<file path="src/rtl/drawbridge_sequencer.sv">
// Drawbridge sequencer: warn, clear, raise, hold open for boats, lower; sticky fault on bad limit switches.
// Optional motion timeout enabled by defining DBS_TIMEOUT_EN.
module drawbridge_sequencer #(
  parameter int WARN_CYCLES  = 8,
  parameter int MOVE_TIMEOUT = 32,
  parameter int HOLD_MIN     = 4,
  parameter int CNT_W        = 16
) (
  input  logic       i_clock,
  input  logic       i_reset,
  input  logic       i_boatReq,
  input  logic       i_roadClear,
  input  logic       i_bridgeUp,
  input  logic       i_bridgeDown,
  output logic       o_mtUp,
  output logic       o_mtDn,
  output logic       o_al,
  output logic       o_tfl,
  output logic       o_boatGo,
  output logic       o_fault,
  output logic [2:0] o_state
);

  typedef enum logic [2:0] {
    S_IDLE       = 3'd0,
    S_WARN       = 3'd1,
    S_CLEAR_WAIT = 3'd2,
    S_RAISE      = 3'd3,
    S_OPEN       = 3'd4,
    S_LOWER      = 3'd5,
    S_FAULT      = 3'd6,
    S_ILLEGAL    = 3'd7
  } state_t;

  localparam logic [CNT_W-1:0] WARN_LAST = CNT_W'(WARN_CYCLES - 1);
  localparam logic [CNT_W-1:0] HOLD_LAST = CNT_W'(HOLD_MIN - 1);

  state_t           r_state;
  logic [CNT_W-1:0] r_timer;
  state_t           w_next;
  logic             w_moveExpired;
  logic             w_mtUp, w_mtDn, w_al, w_tfl, w_boatGo, w_fault;

`ifdef DBS_TIMEOUT_EN
  localparam logic [CNT_W-1:0] MOVE_LAST = CNT_W'(MOVE_TIMEOUT - 1);
  assign w_moveExpired = (r_timer == MOVE_LAST);
`else
  // Motion waits forever on the limit switch; MOVE_TIMEOUT is only referenced here.
  logic w_unusedMoveTimeout;
  assign w_unusedMoveTimeout = (MOVE_TIMEOUT > 0);
  assign w_moveExpired       = 1'b0;
`endif

  always_comb begin
    w_next = r_state;
    if (i_bridgeUp && i_bridgeDown && (r_state != S_FAULT)) begin
      w_next = S_FAULT;
    end else begin
      case (r_state)
        S_IDLE:       if (i_boatReq) w_next = S_WARN;
        S_WARN:       if (r_timer == WARN_LAST) w_next = S_CLEAR_WAIT;
        S_CLEAR_WAIT: if (i_roadClear) w_next = S_RAISE;
        S_RAISE: begin
          if (i_bridgeUp)         w_next = S_OPEN;
          else if (w_moveExpired) w_next = S_FAULT;
        end
        S_OPEN:       if ((r_timer >= HOLD_LAST) && !i_boatReq) w_next = S_LOWER;
        // A returning boat re-opens the bridge even if the deck has just touched down.
        S_LOWER: begin
          if (i_boatReq)          w_next = S_RAISE;
          else if (i_bridgeDown)  w_next = S_IDLE;
          else if (w_moveExpired) w_next = S_FAULT;
        end
        S_FAULT:      w_next = S_FAULT;
        default:      w_next = S_FAULT;
      endcase
    end
  end

  always_comb begin
    w_mtUp   = 1'b0;
    w_mtDn   = 1'b0;
    w_al     = 1'b0;
    w_tfl    = 1'b0;
    w_boatGo = 1'b0;
    w_fault  = 1'b0;
    case (w_next)
      S_IDLE: ;
      S_WARN, S_CLEAR_WAIT: begin
        w_al  = 1'b1;
        w_tfl = 1'b1;
      end
      S_RAISE: begin
        w_mtUp = 1'b1;
        w_al   = 1'b1;
        w_tfl  = 1'b1;
      end
      S_OPEN: begin
        w_tfl    = 1'b1;
        w_boatGo = 1'b1;
      end
      S_LOWER: begin
        w_mtDn = 1'b1;
        w_al   = 1'b1;
        w_tfl  = 1'b1;
      end
      default: begin
        w_al    = 1'b1;
        w_tfl   = 1'b1;
        w_fault = 1'b1;
      end
    endcase
  end

  // Outputs are loaded with the decode of the state being entered, so they track r_state exactly.
  always_ff @(posedge i_clock) begin
    if (i_reset) begin
      r_state  <= S_IDLE;
      r_timer  <= '0;
      o_mtUp   <= 1'b0;
      o_mtDn   <= 1'b0;
      o_al     <= 1'b0;
      o_tfl    <= 1'b0;
      o_boatGo <= 1'b0;
      o_fault  <= 1'b0;
    end else begin
      r_state <= w_next;
      if (w_next != r_state)  r_timer <= '0;
      else if (r_timer != '1) r_timer <= r_timer + 1'b1;
      o_mtUp   <= w_mtUp;
      o_mtDn   <= w_mtDn;
      o_al     <= w_al;
      o_tfl    <= w_tfl;
      o_boatGo <= w_boatGo;
      o_fault  <= w_fault;
    end
  end

  assign o_state = r_state;

endmodule

</file>
<file path="config.mk">
export PLATFORM = sky130hd
export DESIGN_NAME = drawbridge_sequencer
export DESIGN_NICKNAME = d
export VERILOG_FILES = /design/src/rtl/drawbridge_sequencer.sv
export SDC_FILE = /design/constraint.sdc
export NUM_CORES = 1
export LEC_CHECK = 0
export ABC_AREA = 1
export BUFFER_PORTS_ARGS = -buffer_cell sky130_fd_sc_hd__buf_2
export CAP_MARGIN = 20
export CORE_MARGIN = 3
export CORE_UTILIZATION = 45
export CTS_CLUSTER_DIAMETER = 150
export DETAILED_ROUTE_END_ITERATION = 10
export PLACE_DENSITY = 0.74
export SETUP_SLACK_MARGIN = 0.2
export SYNTH_ARGS = -nofsm -noshare
export SYNTH_HDL_FRONTEND = slang
export SYNTH_SLANG_ARGS = --single-unit
export TNS_END_PERCENT = 20
</file>
<file path="constraint.sdc">
create_clock -name i_clock -period 1.6 [get_ports i_clock]
set_input_delay 0 -clock i_clock [delete_from_list [all_inputs] [get_ports i_clock]]
set_output_delay 0 -clock i_clock [all_outputs]
set_load 0.05 [all_outputs]
</file>
# After elaboration in Yosys (flattened, before gate mapping)
# Cells that the tools add are included.
# word_totals
in_bits	6
regBits	25
# classes
n_addsub	1
magnitude_cmp	1
n_reduce_logical	9
eq_ne	14
mux	15
# op_table
operator	n
$mux 3	8
$pmux 3 s6	1
$add 16x1->16 const B	1
$eq 16x3->1 const B	1
$ge 16x2->1 const B	1
$ne 16x16->1 const B	1
$eq 3x2->1 const B	4
$eq 3x3->1 const B	4
$eq 3x1->1 const B	2
$logic_not 3->1	2
$mux 1	6
$reduce_or 6->1	1
$reduce_or 2->1	2
$logic_and 1x1->1	3
$ne 3x3->1	1
$ne 3x3->1 const B	1
$logic_not 1->1	1

# Depth between registers and ports, before layout
# Gate-level depths: netlist (run 1).
# depth
word_depth	8
depth_mapped	14
ltp_nobuf	12

# Worst setup path before layout (run 1)
# Ideal clock, no wire load.
# synth_timing
kind	register -> register
startpoint	reg r_state[1], in the netlist o_state[1]
endpoint	reg r_timer[14]
setup_ps	64
setup_slack_ps	-244
t_required_ps	1536
arrival_ps	1780
period_less_slack_ps	1844
n_path_buf	2
path_stages_with_launch	15
path_cell_list	dfxtp_1 -> buf_4 -> inv_2 -> nand3_2 -> inv_1 -> nand2_1 -> nand2_1 -> nor2_1 -> nand3_1 -> nand2_2 -> nand2_2 -> nand2_2 -> nand2_4 -> buf_6 -> nor2_1
# synth_via
elab_chain_len	6
word_cells_on_any_way	19
cone_classes	7 x eq/ne; 9 x mux; 3 x reduce/logical
# synth_lines
element	line	source
start, declared	38	state_t r_state;
start signal, assigned	127	r_state <= w_next;
$mux 3	71	else if (i_bridgeDown) w_next = S_IDLE;
$mux 3	70	if (i_boatReq) w_next = S_RAISE;
$pmux 3 s6	59	case (r_state)
$mux 3	56	if (i_bridgeUp && i_bridgeDown && (r_state != S_FAULT)) begin
$ne 3x3->1 *	128	if (w_next != r_state) r_timer <= '0;
$reduce_or 2->1 (no source line) *	n/a	
end signal, assigned	129	else if (r_timer != '1) r_timer <= r_timer + 1'b1;
end, declared	39	logic [CNT_W-1:0] r_timer;
# Every way passes the cells marked *; elsewhere a longest branch is shown, timed or not.
# A chain may end at the register's enable or synchronous reset.

# Worst setup path after layout (run 1)
# layout_timing
startpoint	reg r_timer[0]
endpoint	reg r_timer[1]
# layout_via
elab_chain_len	7
word_cells_on_any_way	11
cone_classes	1 x add/sub; 1 x order compare; 3 x eq/ne; 4 x mux; 2 x reduce/logical
# layout_lines
element	line	source
$ge 16x2->1	67	S_OPEN: if ((r_timer >= HOLD_LAST) && !i_boatReq) w_next = S_LOWER;
$logic_and 1x1->1	67	
$mux 3	67	
$pmux 3 s6	59	
$mux 3	56	
$ne 3x3->1	128	
$reduce_or 2->1 (no source line)	n/a	
# Parallel ways exist; a longest one is shown, timed or not.

==> results of run 1 <==
cell families after synthesis:
group / after synthesis
buffers and inverters: 36
AO/OA/AOI/OAI: 11
XOR/XNOR: 8
adder cells (fa/ha/maj): 1
flip-flops: 25
AND/OR/NAND/NOR: 139
layer usage:
metal  up-vias  track usage  share of wire
met5         -            0              0
met3        14       0.0475          0.045
li1        764            -              -
met2        37        0.324           0.49
met1       678        0.257           0.44
met4         0       0.0545          0.022
worst reg2reg max path, cell delays in order, from the launching register on:
cell	delay, ns
dfxtp_2	0.39
ha_4	0.17
buf_4	0.12
nand3_1	0.12
nor2_2	0.16
nand3_2	0.14
buf_4	0.19
a21oi_1	0.17
nor2_2	0.05
repair_timing:
action,4_1_cts,5_1_grt
gates resized for setup,17,61
hold buffers,2,0
endpoints found under the setup margin,24,25
endpoints found under the hold margin,4,0
buffers inserted,7,8
pin swaps,7,22
gates cloned,1,1
power by group:
group / internal [µW] / switching (µW)
Combinational: 191 / 362
Sequential: 657 / 42.4
Clock: 102 / 205
Total: 950 / 609
cell type report:
class	count	area (µm²)	share of cell area
Multi-Input combinational cell	160	971	0.489
Clock inverter	1	8.76	0.00441
Timing Repair inverter	1	5.00	0.00252
Inverter	33	135	0.0681
Timing Repair Buffer	39	274	0.138
Sequential cell	25	529	0.267
Clock buffer	3	22.5	0.0113
Tap cell	31	38.8	0.0195
flip-flops by register name, indices dropped and copies added (netlist names):
signal	count
o_al	1
o_boatGo	1
o_fault	1
o_mtDn	1
o_mtUp	1
o_state	3
o_tfl	1
r_timer	16
Yosys cell counts, drive strengths merged (3+ instances only):
master | n | area, µm²
nor3 | 4 | 20.0
nand4 | 4 | 25.0
nand2 | 47 | 194
xnor2 | 3 | 26.3
a21oi | 5 | 28.8
dfxtp | 25 | 500
buf | 3 | 30.0
nor2 | 63 | 241
nand3 | 20 | 105
o21ai | 4 | 23.8
inv | 32 | 120
xor2 | 5 | 43.8
stage by stage:
stage | TNS [ns] | util | cell area, µm² | cells
2_1_floorplan | 0 | - | 1430 | 220
3_3_place_gp | 0 | 0.548 | 1560 | 270
3_5_place_dp | 0 | 0.548 | 1560 | 270
4_1_cts | 0 | 0.609 | 1740 | 284
5_1_grt | -0.949 | 0.696 | 1980 | 293
6_report | 0 | 0.696 | 1980 | 293
final timing paths:
kind | to | slack, ns
worst max-delay path | r_timer[1] | 0.005
worst min-delay path | r_timer[8] | 0.25
worst max register to register | r_timer[1] | 0.005
worst min register to register | r_timer[3] | 0.62
==> impl_metrics.csv, run 1 <==
group,metric,value,unit
floorplan,rows,19,
sta,maxSlewViolCount,0,
critical_path,rr_worst_depth,8,
synthesis,synth_adder_area_share,0.00896,
placement,hpwl,2100,µm
synthesis,synth.yosys.warnings,0,
clock_network,path_clk_slew,0.15,ns
detailed_routing,wl_per_cell,12.8,µm
floorplan,die_y,61.7,µm
critical_path,required,1.84,ns
synthesis,synth-seq-area-share,0.358,
grt,grtUsageTotal,0.197,
detailed_routing,vias_per_cell,5.10,
sta,finClkSkew,0.00223,ns
clock_network,cts_tree,"yes",
critical_path,crit_fanout,3,
min_path,hp-start,"i_reset",
detailed_routing,drc,0,
cells_and_area,final_cell_mix,"nand2_1, nor2_1, inv_1, nor2_2, buf_4",
placement,gp_congestion,0.832,
critical_path,cp-start-kind,"flop",
floorplan,die_x,61.7,µm
synthesis,yosys.area_share.simple,0.425,
critical_path,endpoint_kind,"flop",
critical_path,slowest_stage,"dfxtp_2",
power_and_ir_drop,power,1560,µW
detailed_routing,firstDrtPassIters,4,
critical_path,critical_path_class,"reg -> reg",
critical_path,path_delay_family,"simple AND/OR/NAND/NOR gates",
synthesis,syn-cell-area,1400,µm²
detailed_routing,vias,1493,
synthesis,synth-async-reset-ratio,0,
detailed_routing,drtIter0Drc,48,
floorplan,coreArea,2850,µm²
sta,setup_slack,0.00545,ns
power_and_ir_drop,max-vdd-ir-drop,775,µV
detailed_routing,ant_nets,0,
detailed_routing,drt-total-wl,3750,µm
grt,grt_overflow,0,
sta,fin_crit,1.59,ns
sta,fin_crit_sh,0.997,
min_path,whs_path_depth,7,
clock_network,clkSinkCount,25,
synthesis,synth.avg_cell_area,6.35,µm²
floorplan,start_util,0.489,
clock_network,clk_path_buf_depth,2,
critical_path,rr_startpoint,"r_timer[0]",
grt,first_global_vias,1292,
sta,hold_viol,0,
critical_path,crit_buf_inv,2,
synthesis,synth-seq-cells,25,
sta,worstMarginPinSlew,0.366,ns
grt,grt_pass1_wl,5640,µm
sta,fmaxAchievable,627,MHz
floorplan,io_pins,15,
placement,portBuffers,14,
cells_and_area,drive_gt1_frac,0.439,
min_path,worstHoldPathType,"in -> reg",
critical_path,crit_start,"r_timer[0]",
synthesis,synthCells,220,
cells_and_area,syn_to_final_growth,42.1,%
run,drv_cap,0,
outcome,outcome,"finished, final reports clean",
clock_network,cts_buffers,3,
grt,grt_max_degree,17,
synthesis,ys_types,25,
synthesis,synth-compound-area-share,0.0475,
sta,timing.hold.ws,0.245,ns
critical_path,slowest_delay,0.39,ns
clock_network,htree_levels,1,
floorplan,dieArea,3810,µm²
critical_path,crit_arrival,1.83,ns
synthesis,ys.flop_type,"dfxtp_1",
sta,max-slew-margin-rel,0.755,
power_and_ir_drop,powerDensity,786,nW/µm²
sta,setup_violations,0,
synthesis,synth-xor-area-share,0.0502,
clock_network,root_buffer,"clkbuf_4",
placement,pre_cts_ws,0.0358,ns
critical_path,worstPathCellList,"ha_4 > buf_4 > nand3_1 > nor2_2 > nand3_2 > buf_4 > a21oi_1 > nor2_2",
synthesis,synth_fp_nets,227,
clock_network,clk_latency,0.32,ns
synthesis,synth_top_family_by_area,"simple AND/OR/NAND/NOR gates",
grt,antenna_found_initial,0,
cells_and_area,finalNetCount,270,
synthesis,synthMuxAreaShare,0,
cells_and_area,fillers,216,
power_and_ir_drop,p_leak,0.000902,µW
cells_and_area,antennaDiodeCount,0,
critical_path,crit_cells,8,
sta,rsz0062_at_grt,"true",
synthesis,synth_edf_count,0,
Power figures use the tool's default switching activity.
==> run 2: changes to the inputs <==
--- a/config.mk
+++ b/config.mk
@@ -9,10 +9,10 @@
 export BUFFER_PORTS_ARGS = -buffer_cell sky130_fd_sc_hd__buf_2
 export CAP_MARGIN = 20
 export CORE_MARGIN = 3
-export CORE_UTILIZATION = 45
+export CORE_UTILIZATION = 30
 export CTS_CLUSTER_DIAMETER = 150
 export DETAILED_ROUTE_END_ITERATION = 10
-export PLACE_DENSITY = 0.74
+export PLACE_DENSITY = 0.56
 export SETUP_SLACK_MARGIN = 0.2
 export SYNTH_ARGS = -nofsm -noshare
 export SYNTH_HDL_FRONTEND = slang
==> run 2 against run 1 <==
  * Flip-flop and latch count unchanged
  * Critical path depth rose by 2
  * Via count is 2.7% lower
  * Clock power is 29% higher
  * Total power up 2.8%
  * Sequential share of layout area is 1.1 points higher
  * Sequential power about the same
  * Wire length shrank 7.9%
  * First-iteration DRC count is 17% lower
  * Global-route usage fell by 6.6 points
  * Worst setup slack improved by 0.087 ns
  * Critical path type unchanged
  * Largest power group unchanged
  * Highest routed layer unchanged
==> impl_metrics.csv, run 2 (synthesis results as in run 1) <==
group,metric,value,unit
sta,rsz0062_at_grt,"true",
cells_and_area,antennaDiodeCount,0,
min_path,worstHoldPathType,"in -> reg",
grt,grt_overflow,0,
sta,hold_viol,0,
floorplan,die_y,74.2,µm
critical_path,crit_cells,10,
detailed_routing,wl_per_cell,11.1,µm
cells_and_area,final_util,0.438,
grt,grtUsageTotal,0.131,
grt,first_global_vias,1303,
floorplan,die_x,74.2,µm
detailed_routing,drt-total-wl,3450,µm
clock_network,clk_path_buf_depth,2,
clock_network,clk_latency,0.27,ns
critical_path,worstPathCellList,"inv_4 > nand3_2 > nand2_2 > o21ai_2 > nor2_2 > nand3_2 > a21oi_4 > buf_12 > nand2_8 > nor2_2",
cells_and_area,syn_to_final_growth,38.6,%
detailed_routing,ant_nets,0,
placement,pre_cts_ws,0.0532,ns
cells_and_area,final_cell_mix,"nor2_1, nand2_1, inv_1, buf_4, nand3_1",
sta,maxSlewViolCount,0,
detailed_routing,dr.max_layer_used,"met4",
critical_path,rr_worst_depth,10,
clock_network,htree_levels,1,
clock_network,clkSinkCount,25,
critical_path,rr_startpoint,"o_state[0]",
critical_path,required,1.81,ns
power_and_ir_drop,max-vdd-ir-drop,860,µV
critical_path,r2r-end,"r_timer[0]",
critical_path,slowest_stage,"dfxtp_4",
detailed_routing,vias_per_cell,4.65,
outcome,outcome,"finished, final reports clean",
grt,antenna_found_initial,0,
detailed_routing,wl_met3,142,µm
sta,setup_slack,0.0926,ns
critical_path,crit_start,"o_state[0]",
critical_path,crit_buf_inv,2,
sta,max-slew-margin-rel,0.838,
placement,portBuffers,14,
power_and_ir_drop,powerDensity,828,nW/µm²
sta,worstMarginPinSlew,0.241,ns
min_path,whs_path_depth,9,
floorplan,coreArea,4410,µm²
floorplan,io_pins,15,
critical_path,endpoint_kind,"flop",
grt,grt_max_degree,17,
clock_network,root_buffer,"clkbuf_8",
detailed_routing,vias,1452,
critical_path,cp-start-kind,"flop",
placement,hpwl,2220,µm
cells_and_area,finalNetCount,268,
floorplan,rows,24,
critical_path,reg2reg_slack,0.09,ns
floorplan,start_util,0.316,
detailed_routing,drtIter0Drc,40,
cells_and_area,layout_commonest_cell,"nor2_1",
detailed_routing,drc,0,
detailed_routing,firstDrtPassIters,5,
cells_and_area,regMostFlops,"r_timer",
critical_path,slowest_delay,0.40,ns
sta,fmaxAchievable,663,MHz
sta,fin_crit_sh,0.942,
floorplan,dieArea,5510,µm²
run,drv_cap,0,
critical_path,crit_fanout,8,
clock_network,cts_buffers,3,
grt,grt_pass1_wl,5660,µm
cells_and_area,drive_gt1_frac,0.362,
detailed_routing,wl_met2,1680,µm
sta,finClkSkew,0.00362,ns
clock_network,cts_tree,"yes",
critical_path,path_delay_family,"simple AND/OR/NAND/NOR gates",
cells_and_area,largest_register_ffs,16,
critical_path,endpoint,"r_timer[0]",
sta,setup_violations,0,
power_and_ir_drop,p_leak,0.000912,µW
placement,gp_congestion,0.824,
sta,fin_crit,1.51,ns
clock_network,path_clk_slew,0.09,ns
detailed_routing,wl_met1,1580,µm
critical_path,critical_path_class,"reg -> reg",
critical_path,crit_arrival,1.72,ns
run 2: layout make-up:
| cell class | instances | area [µm²] |
|---|---|---|
| Clock buffer | 3 | 41.3 |
| Fill cell | 444 | 2480 |
| Timing Repair Buffer | 38 | 265 |
| Inverter | 33 | 135 |
| Multi-Input combinational cell | 160 | 883 |
| Sequential cell | 25 | 537 |
| Tap cell | 52 | 65.1 |
| Clock inverter | 1 | 8.76 |
run 2: report_power, final:
| group | total, µW | internal (µW) | switching, µW |
|---|---|---|---|
| Clock | 395 | 183 | 212 |
| Sequential | 698 | 654 | 44.6 |
| Combinational | 509 | 184 | 325 |
| Total | 1600 | 1020 | 582 |
run 2: worst min path at each step:
stage          startpoint          to  slack (ns)
2_1_floorplan     i_reset  o_state[0]        0.06
3_3_place_gp      i_reset  o_state[0]        0.21
3_5_place_dp      i_reset  o_state[0]        0.22
4_1_cts        i_bridgeUp  o_state[2]        0.33
5_1_grt        i_bridgeUp  o_state[2]        0.43
6_report       i_bridgeUp  o_state[2]        0.36
run 2: layer usage:
layer	vias up	track usage
met3	6	0.0324
met1	647	0.169
met4	0	0.0435
met5	-	0
met2	35	0.216
li1	764	-
run 2: per-stage QoR:
stage	instances	setup TNS (ns)	hold slack (ns)	power [µW]	area [µm²]
6_report	312	0	0.358	1600	1940
5_1_grt	312	-0.0335	0.429	1690	1940
4_1_cts	308	0	0.329	1620	1840
3_5_place_dp	293	0	0.218	1080	1600
3_3_place_gp	293	0	0.213	1080	1600
2_1_floorplan	220	0	0.0627	1000	1430
run 2: worst register-to-register path, stage by stage (launching register included):
cell     delay (ns)
dfxtp_4        0.40
inv_4          0.07
nand3_2        0.06
nand2_2        0.10
o21ai_2        0.07
nor2_2         0.14
nand3_2        0.11
a21oi_4        0.18
buf_12         0.14
nand2_8        0.08
nor2_2         0.10
run 2: what timing repair did:
action / CTS / global route
endpoints found under the hold margin: 4 / 0
resized for setup: 23 / 26
gates cloned: 1 / 0
pin swaps: 15 / 10
hold buffers: 1 / 0
buffers inserted: 9 / 4
setup endpoints to repair: 22 / 24
==> run 3: changes to the inputs <==
--- a/config.mk
+++ b/config.mk
@@ -13,6 +13,7 @@
 export CTS_CLUSTER_DIAMETER = 150
 export DETAILED_ROUTE_END_ITERATION = 10
 export PLACE_DENSITY = 0.56
+export REMOVE_ABC_BUFFERS = 1
 export SETUP_SLACK_MARGIN = 0.2
 export SYNTH_ARGS = -nofsm -noshare
 export SYNTH_HDL_FRONTEND = slang
==> run 3 against run 2 <==
  * Wire length decreased by 5.4%
  * Sequential power decreased by 0.9%
  * Highest routed layer is now met3
  * Sequential share of layout area decreased by 0.33 points
  * First-iteration DRC count increased by 100%
  * Non-clock buffer count decreased by 4
  * Design area decreased by 0.91%
  * Clock-buffer cell count unchanged
  * Final cell count decreased by 1.3%
  * Critical path depth unchanged
  * Largest cell class unchanged
  * Flip-flop and latch count unchanged
==> impl_metrics.csv, run 3 (synthesis results as in run 1) <==
group,metric,value,unit
outcome,outcome,"finished, final reports clean",
cells_and_area,fillers,460,
critical_path,worstPathCellList,"buf_4 > nand4_1 > nand2_1 > nor2_1 > nand3_2 > nand2_2 > nand2_2 > nand2_4 > nand2_8 > nor2_2",
critical_path,cpMostUsedCell,"nand2_2",
sta,setup_violations,0,
placement,place_inst,299,
floorplan,die_x,74.2,µm
floorplan,rows,24,
detailed_routing,vias_per_cell,4.56,
grt,grtUsageTotal,0.121,
power_and_ir_drop,powerDensity,837,nW/µm²
run,drv_cap,0,
power_and_ir_drop,p_leak,0.000876,µW
clock_network,cts_tree,"yes",
critical_path,crit_buf_inv,1,
min_path,whs_path_depth,8,
floorplan,io_pins,15,
sta,fmaxAchievable,662,MHz
sta,fin_crit,1.51,ns
cells_and_area,drive_gt1_frac,0.387,
cells_and_area,largest_register_ffs,16,
sta,hold_viol,0,
sta,timing.hold.ws,0.343,ns
cells_and_area,final_util,0.435,
placement,gp_congestion,0.823,
critical_path,critical_path_class,"reg -> reg",
sta,worstMarginPinSlew,0.352,ns
detailed_routing,drc,0,
floorplan,die_y,74.2,µm
critical_path,slowest_stage,"dfxtp_4",
clock_network,cts_buffers,3,
detailed_routing,ant_nets,0,
floorplan,dieArea,5510,µm²
cells_and_area,syn_to_final_growth,37.4,%
critical_path,crit_arrival,1.73,ns
critical_path,slowest_delay,0.39,ns
placement,hpwl,2340,µm
detailed_routing,wl_per_cell,10.6,µm
clock_network,htree_levels,1,
clock_network,clkSinkCount,25,
cells_and_area,finalNetCount,264,
critical_path,rr_worst_depth,10,
grt,grt_pass1_wl,5360,µm
sta,finClkSkew,0.00615,ns
detailed_routing,drtIter0Drc,80,
placement,portBuffers,14,
sta,fin_crit_sh,0.944,
placement,placed_cell_area,1620,µm²
grt,grt_overflow,0,
critical_path,crit_fanout,8,
detailed_routing,drt-total-wl,3270,µm
cells_and_area,regMostFlops,"r_timer",
cells_and_area,fin_area,1920,µm²
cells_and_area,final_cell_mix,"nand2_1, nor2_1, inv_1, nor2_2, buf_4",
grt,antenna_found_initial,0,
detailed_routing,firstDrtPassIters,4,
clock_network,clk_latency,0.27,ns
floorplan,start_util,0.316,
critical_path,cp-start-kind,"flop",
grt,grt_max_degree,17,
critical_path,crit_cells,10,
floorplan,coreArea,4410,µm²
cells_and_area,finalNonFillerCells,308,
clock_network,root_buffer,"clkbuf_8",
clock_network,path_clk_slew,0.10,ns
cells_and_area,antennaDiodeCount,0,
grt,first_global_vias,1258,
critical_path,endpoint_kind,"flop",
clock_network,clk_path_buf_depth,2,
power_and_ir_drop,power,1610,µW
critical_path,path_delay_family,"simple AND/OR/NAND/NOR gates",
sta,maxSlewViolCount,0,
sta,rsz0062_at_grt,"true",
sta,max-slew-margin-rel,0.763,
critical_path,required,1.82,ns
power_and_ir_drop,max-vdd-ir-drop,631,µV
min_path,worstHoldPathType,"in -> reg",
detailed_routing,vias,1405,
run 3: cell count changes in the layout (fill, tap and decap cells not counted), moves of 2 or more:
cell / before / now
nand3_2: 3 / 5
inv_2: 3 / 5
buf_4: 22 / 16
nor2_1: 45 / 39
inv_6: 2 / 0
nor2_2: 14 / 20
dfxtp_2: 5 / 8
buf_6: 0 / 2
dfxtp_4: 8 / 4
run 3: path summary, 6_finish.rpt:
| kind | start | slack (ns) | endpoint |
|---|---|---|---|
| max reg2reg | o_state[0] | 0.09 | r_timer[10] |
| min reg2reg | r_timer[13] | 0.61 | r_timer[13] |
| min | i_boatReq | 0.34 | o_mtDn |
| max | o_state[0] | 0.09 | r_timer[10] |
run 3: timing repair:
action                                  CTS  global route
buffers inserted                          0             3
hold endpoints to repair                  4             0
endpoints found under the setup margin   24            24
resized for setup                        14            51
pin swaps                                 2            20
cloned                                    0             1
hold buffers                              1             0
run 3: layer usage:
layer | part of all wire | track usage | vias up
met2 | 0.49 | 0.213 | 21
met4 | 0 | 0.0119 | 0
met3 | 0.035 | 0.0297 | 0
li1 | - | - | 749
met1 | 0.48 | 0.156 | 635
met5 | 0 | 0 | -
run 3: final cells by class:
class	count	area, µm²	share of cell area
clock inverter	1	7.51	0.00391
sequential	25	526	0.274
timing repair buffer	34	243	0.127
clock buffer	3	41.3	0.0215
multi-input combinational	160	907	0.473
tap	52	65.1	0.0339
inverter	33	129	0.0672
run 3: worst reg2reg max path: cells and delay by family (launching register included):
family                 cells  cell delay (ns)
buffers and inverters      1             0.15
flip-flops                 1             0.39
AND/OR/NAND/NOR            9             0.92
run 3: stage by stage:
step	setup WS (ns)	setup TNS, ns
2_1_floorplan	-0.166	-3.39
3_3_place_gp	0.0348	0
3_5_place_dp	-0.0116	-0.0480
4_1_cts	0.108	0
5_1_grt	-0.0371	-0.177
6_report	0.0896	0
run 3: where the power goes:
part	switching (µW)	internal, µW	total (µW)
Sequential	33.8	658	692
Combinational	339	183	522
Clock	215	177	392
